**src/rtl/dmem_pkg.sv**
```systemverilog
// dmem_pkg -- shared definitions for the data-memory responder.
//   state_e     : responder FSM encoding (IDLE, WAIT, RESP)
//   fault_e     : request fault classification
//   WORD_W      : data word width
//   fault_check : classifies a byte address as clean, misaligned or out of range
package dmem_pkg;

    localparam int WORD_W = 32;

    typedef enum logic [1:0] {
        IDLE = 2'd0,
        WAIT = 2'd1,
        RESP = 2'd2
    } state_e;

    typedef enum logic [1:0] {
        FAULT_NONE     = 2'd0,
        FAULT_MISALIGN = 2'd1,
        FAULT_RANGE    = 2'd2
    } fault_e;

    // Any address bit above the word index makes the access out of range.
    function automatic fault_e fault_check(input logic [WORD_W-1:0] adr,
                                           input int unsigned       addr_w);
        fault_e code;
        if (adr[1:0] != 2'b00) begin
            code = FAULT_MISALIGN;
        end else if ((adr >> (addr_w + 2)) != '0) begin
            code = FAULT_RANGE;
        end else begin
            code = FAULT_NONE;
        end
        return code;
    endfunction

endpackage

```
**src/rtl/dmem_array.sv**
```systemverilog
// dmem_array -- DEPTH x WORD_W word storage.
//   clk   : rising-edge clock for the write port
//   we    : write enable, commits wdata to mem[waddr] on the clock edge
//   waddr : write word index
//   wdata : write data
//   raddr : read word index (combinational read)
//   rdata : read data
module dmem_array
    import dmem_pkg::*;
#(
    parameter int DEPTH  = 64,
    parameter int ADDR_W = 6
) (
    input  logic              clk,
    input  logic              we,
    input  logic [ADDR_W-1:0] waddr,
    input  logic [WORD_W-1:0] wdata,
    input  logic [ADDR_W-1:0] raddr,
    output logic [WORD_W-1:0] rdata
);

    logic [WORD_W-1:0] mem [DEPTH];

    // NOTE: storage has no reset; clearing a RAM needs a sequencer, and
    // contents are meant to survive a reset of the responder.
    always_ff @(posedge clk) begin
        if (we) begin
            mem[waddr] <= wdata;
        end
    end

    assign rdata = mem[raddr];

endmodule

```
**src/rtl/dmem_responder.sv**
```systemverilog
// dmem_responder -- slave end of the core's memwrite/dataadr/writedata data
// port. Accepts one load or store at a time, waits WAIT_CYCLES cycles, then
// answers with a one-cycle ready pulse carrying read data or an error flag.
//
// Ports:
//   clk, rst    : clock, synchronous active-high reset
//   mem_en      : request strobe, sampled only in IDLE
//   memwrite    : 1 = store, 0 = load
//   dataadr     : byte address
//   writedata   : store data
//   readdata    : load data, valid while ready=1 (0 otherwise)
//   ready       : one-cycle completion pulse
//   err         : fault flag, valid with ready
//   busy        : high from accept until the cycle after ready
//   last_wr_adr, last_wr_data, wr_count : write log, present only when
//                 DMEM_WRITE_LOG_EN is defined
//
// Build option: define DMEM_WRITE_LOG_EN to add the committed-store log.
module dmem_responder
    import dmem_pkg::*;
#(
    parameter int DEPTH       = 64,
    parameter int ADDR_W      = 6,
    parameter int WAIT_CYCLES = 2
) (
    input  logic        clk,
    input  logic        rst,
    input  logic        mem_en,
    input  logic        memwrite,
    input  logic [31:0] dataadr,
    input  logic [31:0] writedata,
    output logic [31:0] readdata,
    output logic        ready,
    output logic        err,
    output logic        busy
`ifdef DMEM_WRITE_LOG_EN
    ,
    output logic [31:0] last_wr_adr,
    output logic [31:0] last_wr_data,
    output logic [15:0] wr_count
`endif
);

    state_e            state_q,    state_d;
    logic [3:0]        cnt_q,      cnt_d;
    logic              wr_q,       wr_d;
    logic [WORD_W-1:0] adr_q,      adr_d;
    logic [WORD_W-1:0] wdata_q,    wdata_d;
    logic              ready_q,    ready_d;
    logic              err_q,      err_d;
    logic              busy_q,     busy_d;
    logic [WORD_W-1:0] readdata_q, readdata_d;

    // With WAIT_CYCLES=0 the response is formed in the accept cycle, so the
    // fault check and array read look at the live inputs while IDLE and at
    // the latched request otherwise.
    logic [WORD_W-1:0] cur_adr;
    logic              cur_wr;
    fault_e            cur_fault;
    logic [WORD_W-1:0] rd_data;
    logic              mem_we;

    assign cur_adr   = (state_q == IDLE) ? dataadr  : adr_q;
    assign cur_wr    = (state_q == IDLE) ? memwrite : wr_q;
    assign cur_fault = fault_check(cur_adr, ADDR_W);

    // A store commits on the edge that ends RESP; err_q doubles as the
    // latched fault flag there. Reset during RESP aborts the write.
    assign mem_we = (state_q == RESP) && wr_q && !err_q && !rst;

    dmem_array #(
        .DEPTH  (DEPTH),
        .ADDR_W (ADDR_W)
    ) u_array (
        .clk   (clk),
        .we    (mem_we),
        .waddr (adr_q[ADDR_W+1:2]),
        .wdata (wdata_q),
        .raddr (cur_adr[ADDR_W+1:2]),
        .rdata (rd_data)
    );

    always_comb begin
        // NOTE: every _d gets a default before the case so no path leaves a
        // signal unassigned, which would otherwise infer a latch.
        state_d    = state_q;
        cnt_d      = cnt_q;
        wr_d       = wr_q;
        adr_d      = adr_q;
        wdata_d    = wdata_q;
        busy_d     = busy_q;
        ready_d    = 1'b0;
        err_d      = 1'b0;
        readdata_d = '0;

        unique case (state_q)
            IDLE: begin
                busy_d = mem_en;
                if (mem_en) begin
                    wr_d    = memwrite;
                    adr_d   = dataadr;
                    wdata_d = writedata;
                    if (WAIT_CYCLES > 0) begin
                        state_d = WAIT;
                        cnt_d   = 4'(WAIT_CYCLES - 1);
                    end else begin
                        state_d = RESP;
                    end
                end
            end
            WAIT: begin
                busy_d = 1'b1;
                if (cnt_q == 4'd0) begin
                    state_d = RESP;
                end else begin
                    cnt_d = cnt_q - 4'd1;
                end
            end
            RESP: begin
                state_d = IDLE;
                busy_d  = 1'b0;
            end
            default: begin
                state_d = IDLE;
                busy_d  = 1'b0;
            end
        endcase

        // Response outputs are registered on the transition into RESP.
        if (state_d == RESP && state_q != RESP) begin
            ready_d = 1'b1;
            err_d   = (cur_fault != FAULT_NONE);
            if (!cur_wr && cur_fault == FAULT_NONE) begin
                readdata_d = rd_data;
            end
        end
    end

    // NOTE: sequential state uses non-blocking assignments so every flop
    // samples the pre-edge value regardless of statement order.
    always_ff @(posedge clk) begin
        if (rst) begin
            state_q    <= IDLE;
            cnt_q      <= '0;
            wr_q       <= 1'b0;
            adr_q      <= '0;
            wdata_q    <= '0;
            ready_q    <= 1'b0;
            err_q      <= 1'b0;
            busy_q     <= 1'b0;
            readdata_q <= '0;
        end else begin
            state_q    <= state_d;
            cnt_q      <= cnt_d;
            wr_q       <= wr_d;
            adr_q      <= adr_d;
            wdata_q    <= wdata_d;
            ready_q    <= ready_d;
            err_q      <= err_d;
            busy_q     <= busy_d;
            readdata_q <= readdata_d;
        end
    end

    assign readdata = readdata_q;
    assign ready    = ready_q;
    assign err      = err_q;
    assign busy     = busy_q;

`ifdef DMEM_WRITE_LOG_EN
    logic [31:0] last_wr_adr_q,  last_wr_adr_d;
    logic [31:0] last_wr_data_q, last_wr_data_d;
    logic [15:0] wr_count_q,     wr_count_d;

    // Log follows exactly the stores that reach the array; the counter
    // wraps naturally at 16 bits.
    always_comb begin
        last_wr_adr_d  = last_wr_adr_q;
        last_wr_data_d = last_wr_data_q;
        wr_count_d     = wr_count_q;
        if (mem_we) begin
            last_wr_adr_d  = adr_q;
            last_wr_data_d = wdata_q;
            wr_count_d     = wr_count_q + 16'd1;
        end
    end

    always_ff @(posedge clk) begin
        if (rst) begin
            last_wr_adr_q  <= '0;
            last_wr_data_q <= '0;
            wr_count_q     <= '0;
        end else begin
            last_wr_adr_q  <= last_wr_adr_d;
            last_wr_data_q <= last_wr_data_d;
            wr_count_q     <= wr_count_d;
        end
    end

    assign last_wr_adr  = last_wr_adr_q;
    assign last_wr_data = last_wr_data_q;
    assign wr_count     = wr_count_q;
`endif

endmodule
```
**config.mk**
```make
export PLATFORM = sky130hd
export DESIGN_NAME = dmem_responder
export DESIGN_NICKNAME = d
export VERILOG_FILES = /design/src/rtl/dmem_pkg.sv /design/src/rtl/dmem_array.sv /design/src/rtl/dmem_responder.sv
export SDC_FILE = /design/constraint.sdc
export NUM_CORES = 2
export LEC_CHECK = 0
export BUFFER_PORTS_ARGS = -buffer_cell sky130_fd_sc_hd__buf_2
export CAP_MARGIN = 0
export CELL_PAD_IN_SITES_DETAIL_PLACEMENT = 0
export CELL_PAD_IN_SITES_GLOBAL_PLACEMENT = 2
export CORE_MARGIN = 4
export CORE_UTILIZATION = 45
export DETAILED_ROUTE_END_ITERATION = 8
export MAX_ROUTING_LAYER = met4
export PLACE_DENSITY = 0.82
export SLEW_MARGIN = 20
export SYNTH_ARGS = -nofsm -noshare
export SYNTH_HDL_FRONTEND = slang
export SYNTH_SLANG_ARGS = --single-unit
```
**constraint.sdc**
```tcl
create_clock -name clk -period 3.9 [get_ports clk]
set_input_delay 0.39 -clock clk [delete_from_list [all_inputs] [get_ports clk]]
set_output_delay 0.39 -clock clk [all_outputs]
set_load 0.05 [all_outputs]
```
# Yosys cells after proc, flatten, opt, wreduce, memory -nomap -nowiden
# Memory sizes are Yosys's and may differ from the RTL's. A register that Yosys moved wholly into a read port is not among the register bits.
# Index checks and enable logic that the tools add are counted.
# W data, S select, Z words.
dict set report op_classes {
  addsub 1
  mul 0
  div 0
  magnitude_cmp 0
  n_eq_ne 6
  shift 0
  n_mux 14
  n_bitwise 2
  reduce_logical 19
}
# op count
set ops {}
lappend ops {{$mux W32} 1}
lappend ops {{$reduce_bool A32 Y1} 1}
lappend ops {{$mux W2} 4}
lappend ops {{$mux W4} 2}
lappend ops {{$pmux W4 S2} 1}
lappend ops {{$ne A2 B2 Y1 const B} 3}
lappend ops {{$reduce_bool A2 Y1} 3}
lappend ops {{$logic_and A1 B1 Y1} 5}
lappend ops {{$eq A2 B2 Y1 const B} 2}
lappend ops {{$logic_not A2 Y1} 2}
lappend ops {{$logic_not A4 Y1} 1}
lappend ops {{$mux W1} 4}
lappend ops {{$pmux W2 S2} 1}
lappend ops {{$sub A4 B1 Y4 const B} 1}
lappend ops {{$logic_not A1 Y1} 3}
lappend ops {{$reduce_and A3 Y1} 1}
lappend ops {{$reduce_or A3 Y1} 1}
lappend ops {{$eq A2 B1 Y1 const B} 1}
lappend ops {{$not A1 Y1} 2}
lappend ops {{$pmux W1 S2} 1}
lappend ops {{$reduce_and A2 Y1} 1}
lappend ops {{$reduce_or A2 Y1} 1}
dict set report totals {
  regBits 74
  latchBits 0
  ram_bits 2048
  rom_bits 0
  input_bits 68
  wordCells 51
  memories 1
}
# name depth width rd rd_clocked_by_memory_dff wr line
set mem_list {}
lappend mem_list {u_array.mem 64 32 1 1 1 dmem_array.sv:22} ;# logic [WORD_W-1:0] mem [DEPTH];

# Depth between registers and ports, before layout
dict set report logic_depth {
  ltp_word 9
  ltp_mapped 12
  depth_no_buf 9
}

# Modules after synthesis
# Synthesis repeated with hierarchy kept, for this count alone.
dict set report hier_totals {
  hier_cells 3752
  area_unflattened_um2 82177.6
}
# module n_inst cells_each area_per_inst_um2 seq_area_each_um2
set modules_own_cells {}
lappend modules_own_cells {dmem_array 1 3292 77874.7 61499.0}
lappend modules_own_cells {dmem_responder 1 460 4302.9 2122.0}

# Least setup slack after synthesis
# Ideal clock, no wire load.
dict set report synth_path {
  kind {register to register}
  startpoint {register state_q[1]}
  endpoint {memory u_array.mem[62][0], enable pin}
  setup_ns 0.421
  arrival_time_ns 2.713
  required_ns 3.479
  setup_slack_ns 0.766
  path_stages_with_launch 7
  path_buffers 1
  period_less_slack_ns 3.134
  cell_sequence {dfxtp_1 buf_2 nor4b_1 nand2_1 nor2_1 nand3_1 nor2_1}
}
dict set report synth_between {
  elab_chain_len 6
}
# element line
set synth_lines {}
lappend synth_lines {{start, declared} dmem_responder.sv:44} ;# state_e state_q, state_d;
lappend synth_lines {{start signal, assigned} dmem_responder.sv:153} ;# state_q <= state_d;
lappend synth_lines {{$eq A2 B2 Y1} dmem_responder.sv:69} ;# assign mem_we = (state_q == RESP) && wr_q && !err_q && !rst;
lappend synth_lines {{$logic_and A1 B1 Y1 (3 in series)} dmem_responder.sv:69}
lappend synth_lines {{$mux W1} dmem_array.sv:27} ;# if (we) begin
lappend synth_lines {{$mux W1 (not written as such)} dmem_array.sv:28} ;# mem[waddr] <= wdata;
lappend synth_lines {{end, declared} dmem_array.sv:22}
# No other way between the ends.

# Worst setup path in the final report
dict set report layout_path {
  startpoint {register state_q[1]}
  endpoint {register readdata_q[3] (netlist: readdata[3]) (read register of u_array.mem)}
}
dict set report layout_between {
  elab_chain_len 9
}
# element line
set layout_lines {}
lappend layout_lines {{$logic_not A2 Y1} {dmem_responder.sv:63, dmem_responder.sv:64, dmem_responder.sv:96}}
lappend layout_lines {{$mux W32} dmem_responder.sv:63} ;# assign cur_adr = (state_q == IDLE) ? dataadr : adr_q;
lappend layout_lines {{$reduce_bool A32 Y1} dmem_pkg.sv:28} ;# end else if ((adr >> (addr_w + 2)) != '0) begin
lappend layout_lines {{$mux W2} dmem_pkg.sv:28}
lappend layout_lines {{$mux W2} dmem_pkg.sv:26} ;# if (adr[1:0] != 2'b00) begin
lappend layout_lines {{$logic_not A2 Y1} dmem_responder.sv:133} ;# if (!cur_wr && cur_fault == FAULT_NONE) begin
lappend layout_lines {{$logic_and A1 B1 Y1} dmem_responder.sv:133}
lappend layout_lines {{$not A1 Y1 (no source line)} n/a}
lappend layout_lines {{$reduce_or A3 Y1 (no source line)} n/a}
lappend layout_lines {{end, declared} dmem_responder.sv:52} ;# logic [WORD_W-1:0] readdata_q, readdata_d;
# Several ways; a longest one is shown, not always the timed one.
# A chain may end at the register's enable or synchronous reset.

==> impl_metrics.ini <==
[route]
drc = 0
ant_nets = 0
routed_wl_um = 243000
drt-initial-drc-count = 6187
vias = 49900
post_drt_wl_per_cell_um = 29.2
dr.pass1.iters = 6
vias_per_cell = 5.99

[power_and_ir_drop]
finalPower_mw = 50.5
power_density_nw_per_um2 = 529
leakage_nw = 32.4
ir_drop_v = 0.000487

[worst_setup_path]
arrival_ns = 4.49
cp.required_ns = 4.62
worstSetupStartpointType = register
path_buf_inv = 1
critical-path-top-delay-family = compound AO/OA/AOI/OAI gates
end_kind = register
slowest_delay_ns = 0.62
cp_max_fo = 22
crit_chain = o21ai_0 -> and2_4 -> buf_12 -> mux4_2 -> a22oi_1 -> nand3_1 -> a221o_1
slowest_stage = and2_4
reg2reg_slack_ns = 0.12
critPathKind = register to register

[synth]
synth_area_leaders = edfxtp_1 (75%), nand2_1 (5.4%), mux4_2 (3.1%)
ys_ff_latch = 2154
ys_async_sr_fraction = 0
yosys_warnings = 0
synth_area_leader_cell = edfxtp_1
synth_nets = 5481
ys.flop_type = edfxtp_1
synth_top_area_share = 0.750
syn_area_um2 = 82000
synth_edf_count = 2048
ys_seq_area_frac = 0.776
synth_area_per_cell_um2 = 15.1
ys_types = 55
syn_inst = 5412
synth_most_common_cell = edfxtp_1
yosys-top-cells-count = edfxtp_1 (2048), nand2_1 (1180), nand3_1 (447)

[sta]
hold_slack_ns = 0.294
fin_crit_sh = 0.968
worstMarginPinSlew_ns = 1.17
max_freq_ghz = 0.265
min_period_ns = 3.78
relSlewSlack = 0.221
final_max_slew_viol_count = 0
clock_skew_ns = 0.0561
fin_setup_tns_ns = 0
hold_violations = 0
setup_viol = 0
rsz0062_at_grt = no

[grt]
grt-ovfl-total = 0
grtUsageTotal = 0.260
grt_max_degree = 111
grt_pass1_wl_um = 349000
antenna_found_initial = 8
grt_pass1_vias = 48500

[die]
die_y_um = 435
initial_core_util = 0.453
core_um2 = 181000
die-area_um2 = 189000
io-pin-count = 103
fp.dieW_um = 435
num_rows = 156

[clock_tree]
clk-insertion-delay-late_ns = 0.87
cts_tree = yes
cts_root_buf = clkbuf_16
h-tree-depth = 4
ctsLongestPathBuffers = 3
clk_pin_slew_worst_paths_ns = 0.06
cts_buffers = 213
cts_num_sinks = 2154
cts_setup_buffers = 0

[placed_design]
place_congestion = 0.846
placed_cell_area_um2 = 87800
hpwl_um = 143000
io_buffers = 102

[min_path]
hold_path.class = primary input to register

[flow_run]
cap_violations = 0

[finish]
area_growth_pct = 16.5
drive_gt1_frac = 0.165
nets = 5845
post-route-cell-area_um2 = 95400
final_core_util = 0.527

[run_status]
status = complete, no violations
-- routing by layer --
layer  routed length [um]  track usage  vias to the layer above
li1                     -            -                    21400
met1                97900        0.348                    25600
met2               116000        0.407                     2488
met3                21000       0.0461                      416
met4                 8790       0.0877                        0
met5                    0            -                        -
-- cell usage in the layout, fill, tap and decap left out, types with 9 or more instances in the layout --
cell type / synthesis / layout
o21ai_0: 38 / 38
clkinvlp_4: 0 / 9
nand4_1: 67 / 67
o22ai_1: 51 / 51
clkinv_2: 0 / 42
a221o_1: 32 / 32
o2111ai_1: 91 / 91
o221ai_1: 22 / 22
a2bb2oi_1: 19 / 19
buf_4: 5 / 242
bufinv_16: 0 / 10
nor2_4: 0 / 71
mux2_2: 21 / 21
clkbuf_16: 0 / 217
clkinv_1: 0 / 42
clkbuf_1: 195 / 59
edfxtp_1: 2048 / 2048
a22oi_1: 49 / 49
buf_2: 81 / 102
nand3_1: 447 / 445
or4_1: 19 / 19
and3_1: 23 / 23
mux4_2: 114 / 114
buf_12: 0 / 67
dlygate4sd3_1: 0 / 74
o22a_1: 30 / 30
dfxtp_1: 106 / 74
a21oi_1: 210 / 209
a31oi_1: 31 / 31
clkbuf_8: 0 / 11
dfxtp_2: 0 / 30
nand2_1: 1180 / 1176
nor4_1: 28 / 23
a32oi_1: 45 / 45
a221oi_1: 19 / 17
nor2_1: 251 / 179
mux2i_1: 76 / 74
-- flip-flops by register name, indices dropped and copies added, names as in the netlist, 2 cells and up --
signal	flops
adr_q	32
readdata	32
cnt_q	4
wdata_q	32
state_q	2
u_array.mem	2048
-- repair_timing --
action | in CTS | in global routing
setup endpoints to repair | 0 | 2
gates resized for setup | 0 | 2
hold endpoints to repair | 71 | 0
hold buffers | 74 | 0
-- area by class of cell --
type | instances | area (um^2)
fillers | 14500 | 85500
flip-flops and latches | 2154 | 63700
multi-input cells | 2916 | 17500
clock buffers | 287 | 5800
repair buffers | 485 | 4410
well taps | 2370 | 2970
clock inverters | 116 | 1030
inverters | 6 | 22.5
diodes | 1 | 2.50
-- worst min-delay path: stages --
cell and delay [ns]:
dlygate4sd3_1 0.53, buf_2 0.12, nand2_1 0.04, a21oi_1 0.05
-- power breakdown --
group / internal (mW) / switching (mW)
logic: 1.50 / 3.26
registers: 25.5 / 0.212
clock network: 11.2 / 8.88
-- path summary, 6_finish.rpt --
| check | end | from | cells after the start |
|---|---|---|---|
| worst min register to register | adr_q[8] | adr_q[8] | 2 |
| worst max register to register | readdata[3] | state_q[1] | 7 |
| worst max-delay path | readdata[3] | state_q[1] | 7 |
| worst min-delay path | wdata_q[29] | writedata[29] | 4 |
-- kinds of logic after synthesis --
group	share of synthesized area
AO/OA/AOI/OAI	0.0551
buffers and inverters	0.0180
multiplexers	0.0435
flip-flops	0.776
AND/OR/NAND/NOR	0.107
adder cells (fa/ha/maj)	0.000153
-- metrics by stage --
| stage | worst slack [ns] | instances |
|---|---|---|
| after floorplan | 0.766 | 5412 |
| after global placement | -0.00453 | 7857 |
| after detailed placement | 0.0322 | 7857 |
| after CTS | 0.0147 | 8334 |
| after global routing | 0.0984 | 8335 |
| final | 0.123 | 8335 |
(Power assumes the default switching activity.)
